[src/rtl/mem_arb_pkg.sv]
// Shared types and defaults for the instruction/data memory port arbiter.
package mem_arb_pkg;

    typedef enum logic [1:0] {
        IDLE  = 2'd0,
        BUSY  = 2'd1,
        RESP  = 2'd2,
        ABORT = 2'd3
    } arb_state_e;

    typedef enum logic {
        REQ_I = 1'b0,
        REQ_D = 1'b1
    } requester_e;

    localparam int unsigned XLEN_DEF    = 32;
    localparam int unsigned TIMEOUT_DEF = 16;

    // Watchdog counter width; the counter only ever needs to reach TIMEOUT-1.
    function automatic int unsigned cnt_width(input int unsigned timeout);
        return (timeout < 2) ? 1 : $clog2(timeout);
    endfunction

endpackage

[src/rtl/mem_port_arbiter.sv]
// Shares one memory port between instruction fetch (I) and data load/store (D),
// one transaction at a time, alternating on contention, with a stuck-access watchdog.
module mem_port_arbiter
    import mem_arb_pkg::*;
#(
    parameter int unsigned XLEN    = XLEN_DEF,
    parameter int unsigned TIMEOUT = TIMEOUT_DEF
) (
    input  logic            clk,
    input  logic            rst_n,
    input  logic            i_req,
    input  logic [XLEN-1:0] i_addr,
    output logic            i_ack,
    output logic            i_err,
    output logic [XLEN-1:0] i_rdata,
    input  logic            d_req,
    input  logic            d_we,
    input  logic [XLEN-1:0] d_addr,
    input  logic [XLEN-1:0] d_wdata,
    output logic            d_ack,
    output logic            d_err,
    output logic [XLEN-1:0] d_rdata,
    output logic            mem_req,
    output logic            mem_we,
    output logic [XLEN-1:0] mem_addr,
    output logic [XLEN-1:0] mem_wdata,
    input  logic            mem_ack,
    input  logic [XLEN-1:0] mem_rdata
);

    localparam int unsigned CNT_W = cnt_width(TIMEOUT);

    arb_state_e      state_q,     state_d;
    requester_e      last_q,      last_d;
    requester_e      grant;
    logic [CNT_W-1:0] cnt_q,      cnt_d;
    logic            cap_we_q,    cap_we_d;
    logic [XLEN-1:0] cap_addr_q,  cap_addr_d;
    logic [XLEN-1:0] cap_wdata_q, cap_wdata_d;
    logic            mem_req_q,   mem_req_d;
    logic            mem_we_q,    mem_we_d;
    logic [XLEN-1:0] mem_addr_q,  mem_addr_d;
    logic [XLEN-1:0] mem_wdata_q, mem_wdata_d;
    logic            i_ack_q,     i_ack_d;
    logic            i_err_q,     i_err_d;
    logic            d_ack_q,     d_ack_d;
    logic            d_err_q,     d_err_d;
    logic [XLEN-1:0] i_rdata_q,   i_rdata_d;
    logic [XLEN-1:0] d_rdata_q,   d_rdata_d;

    // Next-state, capture and response logic.
    always_comb begin
        state_d     = state_q;
        last_d      = last_q;
        grant       = REQ_I;
        cnt_d       = cnt_q;
        cap_we_d    = cap_we_q;
        cap_addr_d  = cap_addr_q;
        cap_wdata_d = cap_wdata_q;
        i_rdata_d   = i_rdata_q;
        d_rdata_d   = d_rdata_q;
        i_ack_d     = 1'b0;
        i_err_d     = 1'b0;
        d_ack_d     = 1'b0;
        d_err_d     = 1'b0;

        case (state_q)
            IDLE: begin
                if (i_req || d_req) begin
                    if (i_req && d_req) begin
                        grant = (last_q == REQ_I) ? REQ_D : REQ_I;
                    end else begin
                        grant = i_req ? REQ_I : REQ_D;
                    end
                    last_d  = grant;
                    cnt_d   = '0;
                    state_d = BUSY;
                    if (grant == REQ_I) begin
                        cap_we_d    = 1'b0;
                        cap_addr_d  = i_addr;
                        cap_wdata_d = '0;
                    end else begin
                        cap_we_d    = d_we;
                        cap_addr_d  = d_addr;
                        cap_wdata_d = d_we ? d_wdata : '0;
                    end
                end
            end
            BUSY: begin
                if (mem_ack) begin
                    state_d = RESP;
                    if (last_q == REQ_I) begin
                        i_rdata_d = mem_rdata;
                        i_ack_d   = 1'b1;
                    end else begin
                        d_rdata_d = mem_rdata;
                        d_ack_d   = 1'b1;
                    end
                end else if (cnt_q == CNT_W'(TIMEOUT - 1)) begin
                    state_d = ABORT;
                    i_err_d = (last_q == REQ_I);
                    d_err_d = (last_q == REQ_D);
                end else begin
                    cnt_d = cnt_q + CNT_W'(1);
                end
            end
            RESP:    state_d = IDLE;
            ABORT:   state_d = IDLE;
            default: state_d = IDLE;
        endcase

        // Memory side only ever reflects the captured request while BUSY.
        mem_req_d   = (state_d == BUSY);
        mem_we_d    = mem_req_d & cap_we_d;
        mem_addr_d  = mem_req_d ? cap_addr_d  : '0;
        mem_wdata_d = mem_req_d ? cap_wdata_d : '0;
    end

    always_ff @(posedge clk or negedge rst_n) begin
        if (!rst_n) begin
            state_q     <= IDLE;
            last_q      <= REQ_D;
            cnt_q       <= '0;
            cap_we_q    <= 1'b0;
            cap_addr_q  <= '0;
            cap_wdata_q <= '0;
            mem_req_q   <= 1'b0;
            mem_we_q    <= 1'b0;
            mem_addr_q  <= '0;
            mem_wdata_q <= '0;
            i_ack_q     <= 1'b0;
            i_err_q     <= 1'b0;
            d_ack_q     <= 1'b0;
            d_err_q     <= 1'b0;
            i_rdata_q   <= '0;
            d_rdata_q   <= '0;
        end else begin
            state_q     <= state_d;
            last_q      <= last_d;
            cnt_q       <= cnt_d;
            cap_we_q    <= cap_we_d;
            cap_addr_q  <= cap_addr_d;
            cap_wdata_q <= cap_wdata_d;
            mem_req_q   <= mem_req_d;
            mem_we_q    <= mem_we_d;
            mem_addr_q  <= mem_addr_d;
            mem_wdata_q <= mem_wdata_d;
            i_ack_q     <= i_ack_d;
            i_err_q     <= i_err_d;
            d_ack_q     <= d_ack_d;
            d_err_q     <= d_err_d;
            i_rdata_q   <= i_rdata_d;
            d_rdata_q   <= d_rdata_d;
        end
    end

    assign mem_req   = mem_req_q;
    assign mem_we    = mem_we_q;
    assign mem_addr  = mem_addr_q;
    assign mem_wdata = mem_wdata_q;
    assign i_ack     = i_ack_q;
    assign i_err     = i_err_q;
    assign i_rdata   = i_rdata_q;
    assign d_ack     = d_ack_q;
    assign d_err     = d_err_q;
    assign d_rdata   = d_rdata_q;

endmodule

[config.mk]
export PLATFORM = sky130hd
export DESIGN_NAME = mem_port_arbiter
export DESIGN_NICKNAME = d
export VERILOG_FILES = /design/src/rtl/mem_arb_pkg.sv /design/src/rtl/mem_port_arbiter.sv
export SDC_FILE = /design/constraint.sdc
export NUM_CORES = 1
export LEC_CHECK = 0
export ABC_AREA = 1
export BUFFER_PORTS_ARGS = -buffer_cell sky130_fd_sc_hd__buf_2
export CAP_MARGIN = 20
export CELL_PAD_IN_SITES_DETAIL_PLACEMENT = 0
export CELL_PAD_IN_SITES_GLOBAL_PLACEMENT = 1
export CORE_ASPECT_RATIO = 2
export CORE_MARGIN = 10
export CORE_UTILIZATION = 34
export CTS_BUF_LIST = sky130_fd_sc_hd__clkbuf_8 sky130_fd_sc_hd__clkbuf_16
export DETAILED_ROUTE_END_ITERATION = 8
export HOLD_SLACK_MARGIN = 0.03
export PLACE_DENSITY = 0.81
export SLEW_MARGIN = 20
export SYNTH_ARGS = -nofsm -noshare
export SYNTH_HDL_FRONTEND = slang
export SYNTH_SLANG_ARGS = --single-unit
[constraint.sdc]
create_clock -name clk -period 1.36 [get_ports clk]
set_input_delay 0.136 -clock clk [delete_from_list [all_inputs] [get_ports clk]]
set_output_delay 0.136 -clock clk [all_outputs]
set_load 0.01 [all_outputs]
==> Word-level counts from Yosys, hierarchy flattened <==
Index checks and enable logic that the tools add are counted.
{ "classes": {"n_eq_ne": 8, "div_mod_pow": 0, "n_reduce_logical": 9, "bitwise_logic": 2, "multipliers": 0, "add_sub_neg": 1, "mux": 36, "magnitude_cmp": 0, "shifts": 0} }
{ "op_table": {"columns": ["op", "count"], "rows": [
  ["two-way mux 32 bit", 9],
  ["two-way mux 1 bit", 19],
  ["two-way mux 4 bit", 3],
  ["one-hot mux 4 bit (2 select lines)", 1],
  ["two-way mux 2 bit", 3],
  ["!= test 2 bit, second input constant", 3],
  ["one-hot mux 2 bit (3 select lines)", 1],
  ["AND reduction 3 bit", 2],
  ["adder 4 x 1 -> 4 bit, second input constant", 1],
  ["equality test 2 x 1 -> 1 bit, second input constant", 2],
  ["equality test 2 bit, second input constant", 2],
  ["equality test 4 bit, second input constant", 1],
  ["AND reduction 4 bit", 1],
  ["zero test 2 bit", 1],
  ["AND reduction 2 bit", 1],
  ["nonzero test 2 bit", 1],
  ["OR reduction 2 bit", 1],
  ["AND 1 bit", 1],
  ["logical AND 1 bit", 1],
  ["logical OR 1 bit", 1],
  ["inverter 1 bit", 1]
]} }
{ "totals": {"romBits": 0, "out_inout_bits": 134, "ramBits": 0, "reg_bits": 206, "mem_count": 0, "latchBits": 0} }

==> Logic depth before layout (Yosys ltp) <==
Gate-level depths: netlist of run 1.
{ "logic_depth": {"word_depth": 8, "mapped_depth": 9, "depth_no_buf": 7} }

==> Least setup slack after synthesis of run 1 <==
Ideal clock, no wire load.
{ "synth_path": {"path_type": "flip-flop to flip-flop", "startpoint": "register last_q", "endpoint": "register mem_addr_q[15], in the netlist mem_addr[15]", "path_stages_with_launch": 10, "setup_slack_ns": -0.074, "required_time_ns": 1.243, "path_buffers": 2, "arrival_ns": 1.317, "path_cell_list": "dfstp_2 inv_1 nand2_1 nand2_1 buf_4 buf_4 nand2_1 nand3_1 nand2_1 nor2_1"} }
{ "synth_between": {"elab_chain_cells": 8} }
{ "synth_rtl": {"columns": ["item", "line", "rtl"], "rows": [
  ["start: declaration", "mem_port_arbiter.sv:34", "requester_e last_q, last_d;"],
  ["start signal: assignment", "mem_port_arbiter.sv:139", "last_q <= last_d;"],
  ["two-way mux 1 bit", "mem_port_arbiter.sv:71", "grant = (last_q == REQ_I) ? REQ_D : REQ_I;"],
  ["two-way mux 1 bit", "mem_port_arbiter.sv:70", "if (i_req && d_req) begin"],
  ["two-way mux 1 bit", "mem_port_arbiter.sv:69", "if (i_req || d_req) begin"],
  ["two-way mux 1 bit", "mem_port_arbiter.sv:67", "case (state_q)"],
  ["two-way mux 32 bit", "mem_port_arbiter.sv:78", "if (grant == REQ_I) begin"],
  ["two-way mux 32 bit", "mem_port_arbiter.sv:69", null],
  ["two-way mux 32 bit", "mem_port_arbiter.sv:67", null],
  ["two-way mux 32 bit", "mem_port_arbiter.sv:115", "mem_addr_d = mem_req_d ? cap_addr_d : '0;"],
  ["named net mem_addr_d[15]", "mem_port_arbiter.sv:42", "logic [XLEN-1:0] mem_addr_q, mem_addr_d;"],
  ["end signal: assignment", "mem_port_arbiter.sv:146", "mem_addr_q <= mem_addr_d;"],
  ["end: declaration", "mem_port_arbiter.sv:42", null]
]} }
The timed path passes the listed nets, and every way through them passes these cells. The select of a mux whose other input is x is not followed.
A chain may end at the register's enable or synchronous reset.

==> Final worst setup path of run 1 <==
{ "layout_path": {"startpoint": "register last_q", "endpoint": "register mem_addr_q[8], in the netlist mem_addr[8]"} }
The elaborated chain is that of the path after synthesis.

==> results of run 1 <==
-- sequential cells by signal, summed over array words and instances (netlist names), 2 cells and up --
| name | cells |
|---|---|
| cap_addr_q | 32 |
| cap_wdata_q | 32 |
| d_rdata | 32 |
| i_rdata | 32 |
| mem_addr | 32 |
| mem_wdata | 32 |
| cnt_q | 4 |
| state_q | 2 |
-- worst max-delay path: stages (launching register included) --
cell and delay, ns:
dfstp_2 0.55, inv_4 0.05, nand2_8 0.11, buf_12 0.12
clkbuf_16 0.16, nand3_1 0.10, nand3_2 0.11, nand2_2 0.10
nor2_4 0.11
-- cell usage after synthesis --
master / n / area (sq um)
buf_4: 15 / 113
nand3_1: 70 / 350
or2_2: 34 / 213
dfrtp_1: 205 / 5130
o21ai_2: 1 / 8.76
buf_1: 8 / 30.0
inv_2: 2 / 7.51
clkbuf_1: 13 / 48.8
dfstp_2: 1 / 26.3
nand2_1: 207 / 777
ha_1: 1 / 12.5
nor3_1: 2 / 10.0
nor2_2: 1 / 6.26
buf_2: 17 / 85.1
o21ai_1: 14 / 70.1
nand2_2: 2 / 12.5
nand4_1: 33 / 206
nor2_4: 2 / 22.5
a21oi_1: 34 / 170
inv_1: 72 / 270
nor2_1: 34 / 128
o21ai_0: 55 / 275
-- timing repair --
| item | in CTS | in global routing |
|---|---|---|
| endpoints found under the hold margin | 395 | 0 |
| resized for setup | 73 | 254 |
| pin swaps | 13 | 62 |
| cloned | 3 | 30 |
| buffers inserted | 11 | 1 |
| hold buffers | 128 | 0 |
| endpoints found under the setup margin | 75 | 199 |
-- layout by cell type, fill, tap and decap left out, types with 16 or more instances in the layout --
| cell | instances |
|---|---|
| buf_2 | 266 |
| dlygate4sd3_1 | 128 |
| nor2_4 | 16 |
| buf_12 | 22 |
| o21ai_1 | 33 |
| nand4_1 | 33 |
| buf_4 | 20 |
| nand2_1 | 125 |
| nand3_2 | 28 |
| dfrtp_1 | 205 |
| clkbuf_16 | 43 |
| o21ai_0 | 31 |
| nand2_4 | 36 |
| inv_1 | 55 |
| inv_2 | 26 |
| a21oi_2 | 21 |
| nand3_1 | 34 |
| or2_4 | 24 |
| nand2_2 | 46 |
-- cell type report --
class                      count  area (sq um)  share of cell area (%)
multi-input combinational    492          3240                    23.6
clock buffer                  23           553                    4.03
clock inverter                13           133                   0.968
tap                          283           354                    2.58
inverter                      74           280                    2.04
sequential                   206          5160                    37.6
antenna                        4          10.0                  0.0730
timing repair buffer         474          3980                    29.0
-- layer usage --
metal	part of all wire [%]	global-route usage, %	up-vias
li1	-	-	3531
met1	32	17.9	3788
met2	55	31.7	337
met3	5.4	3.42	130
met4	7.7	12.4	0
met5	0	0	-
-- per-stage QoR --
stage,std cells,hold slack (ns),setup TNS (ns),util (%),setup WS (ns)
2_1_floorplan,823,-0.160,0,-,0.00231
3_3_place_gp,1357,0.122,-0.0128,42.5,-0.00819
3_5_place_dp,1357,0.127,-0.389,42.5,-0.0364
4_1_cts,1535,0.0322,-0.471,52.6,-0.0334
5_1_grt,1568,0.0787,-15.07,59.0,-0.155
6_report,1569,0.0874,-3.74,59.0,-0.113
-- how the worst max path moves through the flow --
| stage | start | end | cells after the start |
|---|---|---|---|
| floorplan | last_q | mem_addr[15] | 9 |
| global placement | state_q[0] | mem_addr[3] | 7 |
| detailed placement | state_q[0] | mem_addr[9] | 7 |
| CTS | state_q[1] | mem_addr[2] | 8 |
| global route | last_q | mem_addr[8] | 8 |
| finish | last_q | mem_addr[8] | 8 |
-- power groups by stage --
stage          clock network, uW  logic (uW)  registers (uW)
5_1_grt                     6190       14900            9880
3_3_place_gp                   0        8540            9590
6_report                    5810       13800            9640
3_5_place_dp                   0        8740            9640
2_1_floorplan                  0        4160           10300
4_1_cts                     5930       10400            9570
-- cells by family after synthesis --
| kind of cell | Yosys count | share of synthesized area (%) |
|---|---|---|
| AO/OA/AOI/OAI | 104 | 6.58 |
| adder cells (fa/ha/maj) | 1 | 0.157 |
| buffers and inverters | 127 | 6.95 |
| flip-flops | 206 | 64.7 |
| AND/OR/NAND/NOR | 385 | 21.6 |
==> metrics.txt, run 1 <==
Sink Count 206; crit-path max FO 9; Initial DRT Pass Iterations 5; Leak 0.00709 uW; Initial DRC Count 424; final wirelength around 32 mm; gr ovfl total 0; antenna violations before repair 3; Psw 10800 uW; VDD IR max 1250 uV; Sw Ratio 37.0%; Max Fclk between 0.6 and 0.7 GHz; DR vias 7786; worst min path class input port to register; Via-to-Cell Ratio about 5.0; Mapped Area 7970 sq um; DRC errors left 0; fill cell count 1845; Reg2Reg Setup Slack -0.11 ns; Initial Util 34.3%; GP Congestion 0.824; Hold Crit Start i_addr[3]; kind of critical path register to register; R2R cell count 8; fin crit period 1.47 ns; Clock Path Buffers 3; Critical Path Start Type register; mean post-synth cell area 9.69 sq um; Max Cap Viol 0; Worst-Margin Slew 0.462 ns; GRT Total Usage 17.8%; worst path arrival time about 1.9 ns; final setup skew roughly 0.02 ns; clk root buf clkbuf_16; IO Port Bufs 267; H-tree depth 1; area grow syn2layout 71.9%; clock slew at reported path FFs 0.07 ns; Yosys warning count 0; final count of hold timing violations 0; RR Startpoint last_q; die area just over 30000 sq um; die height 237 microns; num ports 268; Pint 18400 uW; die width between 100 and 150 microns; share of layout cells above drive strength 1 47.7%; sequential share of the synthesized area between 60% and 70%; routed length per instance 20.1 microns; WHS Path Cells 5; vias in the first global route 8100; post-synth net total 958; CTS Buf Count 20; clk_lat worst skew 0.50 ns; relative slew slack 69.2%; total power 29200 uW; Area after DPL 9870 sq um; Period Utilization, post-route 108%; Flop pwr share 33.0%; largest net degree at the start of global routing 46; worst r2r dst mem_addr[8]; WP data required 1.79 ns; core area roughly 23000 sq um; flops & latches, synth between 200 and 250; nets between 1000 and 1500; Hold EP cap_addr_q[3]; status complete, but fails checks; CP endpoint kind register; Final Instance Area 13700 sq um; ANT nets after route 0; Final Setup Violations 131; post-route setup slack -0.113 ns; Comb pwr share 47.2%; placed wire-length estimate about 18 mm; # rows 79; Syn Inst Count 823; pwr/cell area 2130 nW/um^2; first-pass GRT wire length around 43 mm; clock share of power around 20%; RSZ-0062 raised after global routing yes; failing checks setup timing; Yosys cell types 22; CTS tree done; fin. max-slew vios 0
No activity file was read; power rests on OpenSTA's default activity.
==> run 2: changes to the inputs <==
Settings changed: ABC_AREA 1 to default, CORE_UTILIZATION 34 to 36.
==> run 2 against run 1 <==
Effect of this change: the run still ends with setup timing left; largest cell class unchanged; clock skew fell by 0.012 ns; critical endpoint is now cap_addr_q[3]; critical path type unchanged; utilization is 3.6 points higher; final area up 6.1%; sequential power shrank 1%; area after synthesis up 6.4%; synthesized cell count fell by 16%; clock-buffer cell count increased by 5; highest routed layer is now met5; clock power barely moved; total power down 9.8%; combinational power down 20%; fmax is 8.1% lower.
==> metrics.txt, run 2 <==
status complete, but fails checks; failing checks setup timing; die height 237 microns (+0.22%); gr ovfl total 0 (unchanged); clk_lat worst skew 0.51 ns (about the same); share of the synthesized area in the top cell type 60.5% (-3.9 points); clock slew at reported path FFs 0.06 ns (about the same); H-tree depth 1 (unchanged); die area 30500 sq um (+0.42%); Post-synth EDFFs 0 (unchanged); Reg area 5160 sq um (about the same); leading cell types in the layout, fill and taps excluded 266 x buf_2, 204 x dfrtp_1, 130 x dlygate4sd3_1; CP endpoint kind register; fin. max-slew vios 0 (unchanged); Initial Util 36.5% (+2.2 points); clk root buf clkbuf_16; Post-synth top cells 205 x dfrtp_1, 66 x inv_1, 66 x nand3_1; R2R cell count 4 (-4); Mapped Area 8480 sq um (+6.4%); largest net degree at the start of global routing 44 (-4.3%); pwr/cell area 1810 nW/um^2 (-15%); nets 1279 (-8.8%); final wirelength 31.9 mm (+0.92%); # rows 79 (unchanged); VDD IR max 1510 uV (+21%); critical path's top delay family simple AND/OR/NAND/NOR gates; ANT nets after route 0 (unchanged); setup TNS -32.18 ns (-28.44 ns); synth top area cells dfrtp_1 60%, a221oi_2 8.7%, mux2_2 8.5%; Post-synth ARST share 100% (unchanged); fill cell count 1683 (-8.8%); IO Port Bufs 267 (unchanged); mean post-synth cell area 12.3 sq um (+27%); routed length per instance 22.1 microns (+9.8%); cell chain of the critical path or2_4, or2_4, buf_12, a221oi_2; Period Utilization, post-route 118% (+9.6 points); vias in the first global route 8313 (+2.6%); relative slew slack 69.9% (+0.69 points); crit path to cap_addr_q[3]; num ports 268 (unchanged); final setup skew 0.00837 ns (-0.0116 ns); Yosys warning count 0 (unchanged); final count of hold timing violations 0 (unchanged); Critical Path Start Type register; area of the multi-input gates 4030 sq um (+24%); Sink Count 206 (unchanged); commonest non-fill, non-tap cell in the layout buf_2; antenna violations before repair 4 (+1); Worst path slowest cell dfrtp_2; GRT Total Usage 19.4% (+1.5 points); worst r2r dst cap_addr_q[3]; Clock Path Buffers 3 (unchanged); CP dominant cell by count or2_4; dpl cells 1240 (-8.6%); CTS tree done; DRC errors left 0 (unchanged); max incr delay on CP 0.45 ns (-0.10 ns); Max Cap Viol 0 (unchanged); crit-path max FO 25 (+16); top_reg_cell synth dfrtp_1; final core occ 62.6% (+3.6 points); GP Congestion 0.835 (+1.3%); CTS Buf Count 20 (unchanged); total power 26400 uW (-9.8%); Reg2Reg Setup Slack -0.24 ns (-0.13 ns); core area 23200 sq um (unchanged); kind of critical path register to register; post-route setup slack -0.243 ns (-0.130 ns); Worst-Margin Slew 0.452 ns (-0.0103 ns); Leak 0.00687 uW (-3.1%); placed wire-length estimate 19.2 mm (+5.5%); Final Non-Filler Cells 1442 (-8.1%); most instantiated library cell after synthesis dfrtp_1; Yosys cell types 39 (+77%); worst path arrival time 2.02 ns (+0.12 ns); leading area contributor after synthesis dfrtp_1; Initial DRC Count 275 (-35%); WP data required 1.78 ns (about the same); Max Fclk 0.624 GHz (-8.1%); RR Startpoint state_q[1]; RSZ-0062 raised after global routing yes; first-pass GRT wire length 46.8 mm (+7.6%); area grow syn2layout 71.4%; Buffers & Inverters on Critical Path 1 (-2); die width 129 microns (+0.20%); Place WS -0.315 ns (-0.279 ns); CP Launch Point state_q[1]; Final Setup Violations 191 (+46%); flops & latches, synth 206 (unchanged); sequential share of the synthesized area 60.8% (-3.9 points); Syn Inst Count 689 (-16%); share of layout cells above drive strength 1 55.7% (+8.0 points); worst min path class input port to register; fin crit period 1.60 ns (+0.130 ns); Initial DRT Pass Iterations 4 (-1); post-synth net total 824 (-14%); Via-to-Cell Ratio 5.19 (+4.6%); DR vias 7484 (-3.9%); Crit. path cell count 4 (-4)
-- run 2: changes by cell type in the layout (fill, tap and decap cells not counted), moves of 24 or more --
cell,before,now
nand3_4,8,32
mux2_4,0,33
mux2_2,0,31
nand2_2,46,21
nor3_4,0,33
a221oi_2,0,62
inv_2,26,1
nand4_1,33,0
o21ai_0,31,4
nand2_4,36,2
nand2_1,125,15
-- run 2: cell families (layout without fill, tap and decap cells) --
kind of cell	Yosys count	after routing	synth area share, %
AO/OA/AOI/OAI	138	138	14.9
other	0	2	0
AND/OR/NAND/NOR	158	158	9.29
adder cells (fa/ha/maj)	1	1	0.147
multiplexers	65	65	8.61
flip-flops	206	206	60.8
buffers and inverters	121	589	6.27
-- run 2: timing repair --
item	in CTS	in global routing
pin swaps	28	44
hold buffers	130	0
gates cloned	10	11
setup endpoints to repair	191	202
endpoints found under the hold margin	400	0
gates resized for setup	104	125
buffers inserted	13	5
-- run 2: stage by stage --
| step | hold WS [ns] | cell area (sq um) |
|---|---|---|
| floorplan | -0.160 | 8880 |
| global placement | 0.111 | 10900 |
| detailed placement | 0.117 | 10900 |
| CTS | 0.0303 | 13800 |
| global route | 0.0565 | 14500 |
| finish | 0.0297 | 14500 |
-- run 2: metal layers --
| metal | GRT usage [%] | vias up | wire length [microns] |
|---|---|---|---|
| li1 | - | 3378 | - |
| met1 | 19.7 | 3757 | 10700 |
| met2 | 35.5 | 246 | 17900 |
| met3 | 3.33 | 101 | 1410 |
| met4 | 11.3 | 2 | 1890 |
| met5 | 0 | - | 13 |
-- run 2: final cells by class --
cell class	count	area share, %
flip-flops and latches	206	35.5
repair buffers	488	28.0
multi-input cells	362	27.7
clock buffers	28	4.28
well taps	283	2.44
inverters	66	1.70
clock inverters	7	0.404
diodes	2	0.0344
-- run 2: power by group --
part | switching [uW] | leakage [uW] | internal (uW) | total [uW]
logic | 5610 | 0.00396 | 5470 | 11100
registers | 1090 | 0.00256 | 8410 | 9500
clock network | 2430 | 0.000347 | 3370 | 5790
total | 9130 | 0.00687 | 17200 | 26400
-- run 2: worst register-to-register path, stage by stage (launching register included) --
cell and delay, ns:
dfrtp_2 0.45, or2_4 0.27, or2_4 0.30, buf_12 0.19, a221oi_2 0.30
-- run 2: worst min-delay path by stage --
| stage | cells past startpoint | from | end |
|---|---|---|---|
| after floorplan | 0 | rst_n | cap_addr_q[0] |
| after global placement | 1 | rst_n | d_rdata[10] |
| after detailed placement | 1 | rst_n | d_rdata[22] |
| after CTS | 3 | i_req | state_q[0] |
| after global routing | 3 | i_req | state_q[0] |
| final | 3 | i_req | state_q[0] |
==> run 3: changes to the inputs <==
Settings changed: BUFFER_PORTS_ARGS -buffer_cell sky130_fd_sc_hd__buf_2 to default, CORE_UTILIZATION 36 to 44, DONT_BUFFER_PORTS from default to 1, PLACE_DENSITY 0.81 to 0.8.
==> run 3 against run 2 <==
Effect of this change: the run ends with hold timing, setup timing left; final area fell by 12%; worst setup slack worse by 0.082 ns; via count is 14% lower; sequential share of layout area rose by 4.8 points; routed wire length down 12%; fmax is 4.9% lower; final cell count is 21% lower; critical endpoint is now mem_addr[13]; largest power group is now registers.
==> metrics.txt, run 3 (synthesis results as in run 2) <==
status complete, but fails checks; failing checks hold timing, setup timing; vias in the first global route 7146 (-14%); fin. max-slew vios 0 (unchanged); CP dominant cell by count buf_6; Sw Ratio 34.1% (-0.49 points); CP endpoint kind register; Sink Count 206 (unchanged); GRT Total Usage 19.9% (+0.60 points); Reg2Reg Setup Slack -0.32 ns (-0.08 ns); Initial DRC Count 369 (+34%); critical path's top delay family buffers and inverters; core area 18900 sq um (-19%); crit-path max FO 5 (-80%); fin crit period 1.68 ns (+0.0818 ns); routed length per instance 24.8 microns (+12%); pwr/cell area 1910 nW/um^2 (+5.5%); CP Launch Point state_q[1]; worst path arrival time 2.07 ns (+0.05 ns); DRC errors left 0 (unchanged); GP Congestion 0.770 (-7.8%); Initial Util 44.8% (+8.3 points); Area after DPL 9300 sq um (-15%); Worst path slowest cell dfrtp_1; Leak 0.00562 uW (-18%); largest net degree at the start of global routing 207 (+370%); DR vias 6469 (-14%); Initial DRT Pass Iterations 4 (unchanged); gr ovfl total 0 (unchanged); num ports 268 (unchanged); antenna diode count 0 (-2); setup TNS -39.35 ns (-7.17 ns); Final Instance Area 12800 sq um (-12%); Period Utilization, post-route 124% (+6.0 points); ANT nets after route 0 (unchanged); Hold WS -0.674 ns (-0.704 ns); kind of critical path register to register; Psw 8350 uW (-8.5%); die area 25600 sq um (-16%); final wirelength 28.2 mm (-12%); # rows 71 (-10%); commonest non-fill, non-tap cell in the layout dfrtp_1; Max Cap Viol 0 (unchanged); Buffers & Inverters on Critical Path 4 (+3); worst r2r dst mem_addr[13]; CTS Buf Count 20 (unchanged); Via-to-Cell Ratio 5.69 (+9.7%); max incr delay on CP 0.41 ns (-0.04 ns); Place WS -0.320 ns (-0.00446 ns); clk_lat worst skew 0.50 ns (about the same); relative slew slack 75.1% (+5.2 points); clock slew at reported path FFs 0.07 ns (about the same); Clock Path Buffers 3 (unchanged); CTS tree done; area of the multi-input gates 3900 sq um (-3.2%); post-route setup slack -0.325 ns (-0.0818 ns); final count of hold timing violations 211 (+211); Final Setup Violations 200 (+4.7%); final setup skew 0.0168 ns (+0.00847 ns); placed wire-length estimate 16.3 mm (-15%); H-tree depth 1 (unchanged); die height 216 microns (-8.7%); Pint 16100 uW (-6.4%); R2R cell count 7 (+3); share of layout cells above drive strength 1 39.4% (-16 points); RR Startpoint state_q[1]; WP data required 1.74 ns (-0.04 ns); VDD IR max 1320 uV (-13%); Flop pwr share 44.0% (+8.0 points); antenna violations before repair 0 (-4); first-pass GRT wire length 41.1 mm (-12%); fill cell count 1256 (-25%); clock share of power 23.3% (+1.3 points); Max Fclk 0.594 GHz (-4.9%); nets 1003 (-22%); Reg area 5160 sq um (about the same); area grow syn2layout 50.9%; Comb pwr share 32.7% (-9.3 points); worst min path class input port to async pin; leading cell types in the layout, fill and taps excluded 205 x dfrtp_1, 130 x dlygate4sd3_1, 67 x inv_1; IO Port Bufs 0 (-100%); Critical Path Start Type register; Worst-Margin Slew 0.373 ns (-0.0786 ns); RSZ-0062 raised after global routing yes; cell chain of the critical path buf_6, nor3b_4, buf_6, buf_6, buf_12, nand3_1, a221oi_2; die width 118 microns (-8.1%); clk root buf clkbuf_16
==> run 3: cell types whose count changed in the layout (fill, tap and decap cells not counted), sizes merged <==
cell / before / now
diode: 2 / 0
or2: 2 / 3
buf: 347 / 71
clkinv: 2 / 6
bufinv: 1 / 2
clkbuf: 39 / 35
inv: 69 / 67
==> run 3: metal layers <==
metal  global-route usage [%]  vias to the layer above  share of wire (%)
li1                         -                     2807                  -
met2                     36.2                      305                 56
met3                     4.79                       67                6.8
met5                        0                        -                  0
met1                     20.9                     3290                 33
met4                     9.98                        0                4.2
==> run 3: worst max-delay path by stage <==
stage,cells after the start,to,slack [ns]
2_1_floorplan,7,cnt_q[1],-0.32
3_3_place_gp,3,cap_addr_q[0],-0.48
3_5_place_dp,5,mem_wdata[9],-0.32
4_1_cts,6,i_rdata[1],-0.24
5_1_grt,7,mem_addr[13],-0.38
6_report,7,mem_addr[13],-0.32
==> run 3: area by class of cell <==
type,instances,share of cell area (%)
well taps,255,2.49
clock inverters,10,0.792
flip-flops and latches,206,40.3
inverters,66,1.94
clock buffers,25,4.53
repair buffers,211,19.5
multi-input cells,363,30.5
==> run 3: timing repair <==
item | 4_1_cts | 5_1_grt
setup buffers | 18 | 8
cloned | 6 | 11
hold buffers | 129 | 1
gates resized for setup | 81 | 115
endpoints found under the setup margin | 193 | 201
pin swaps | 16 | 59
hold endpoints to repair | 405 | 213
==> run 3: power by group through the flow <==
stage	Clock (uW)	Combinational, uW	Sequential [uW]
2_1_floorplan	0	4510	10100
3_3_place_gp	0	5250	10800
3_5_place_dp	0	5560	10900
4_1_cts	5850	6930	10800
5_1_grt	6090	8510	11000
6_report	5700	8010	10800
==> run 3: through the flow <==
step / hold WS [ns] / utilization [%] / cells / total power (uW)
after global placement: -0.151 / 49.0 / 930 / 16000
after detailed placement: -0.152 / 49.1 / 931 / 16400
after floorplan: -0.160 / - / 689 / 14600
final: -0.674 / 67.7 / 1136 / 24500
after global routing: -0.693 / 67.7 / 1136 / 25600
after CTS: -0.687 / 63.1 / 1119 / 23600
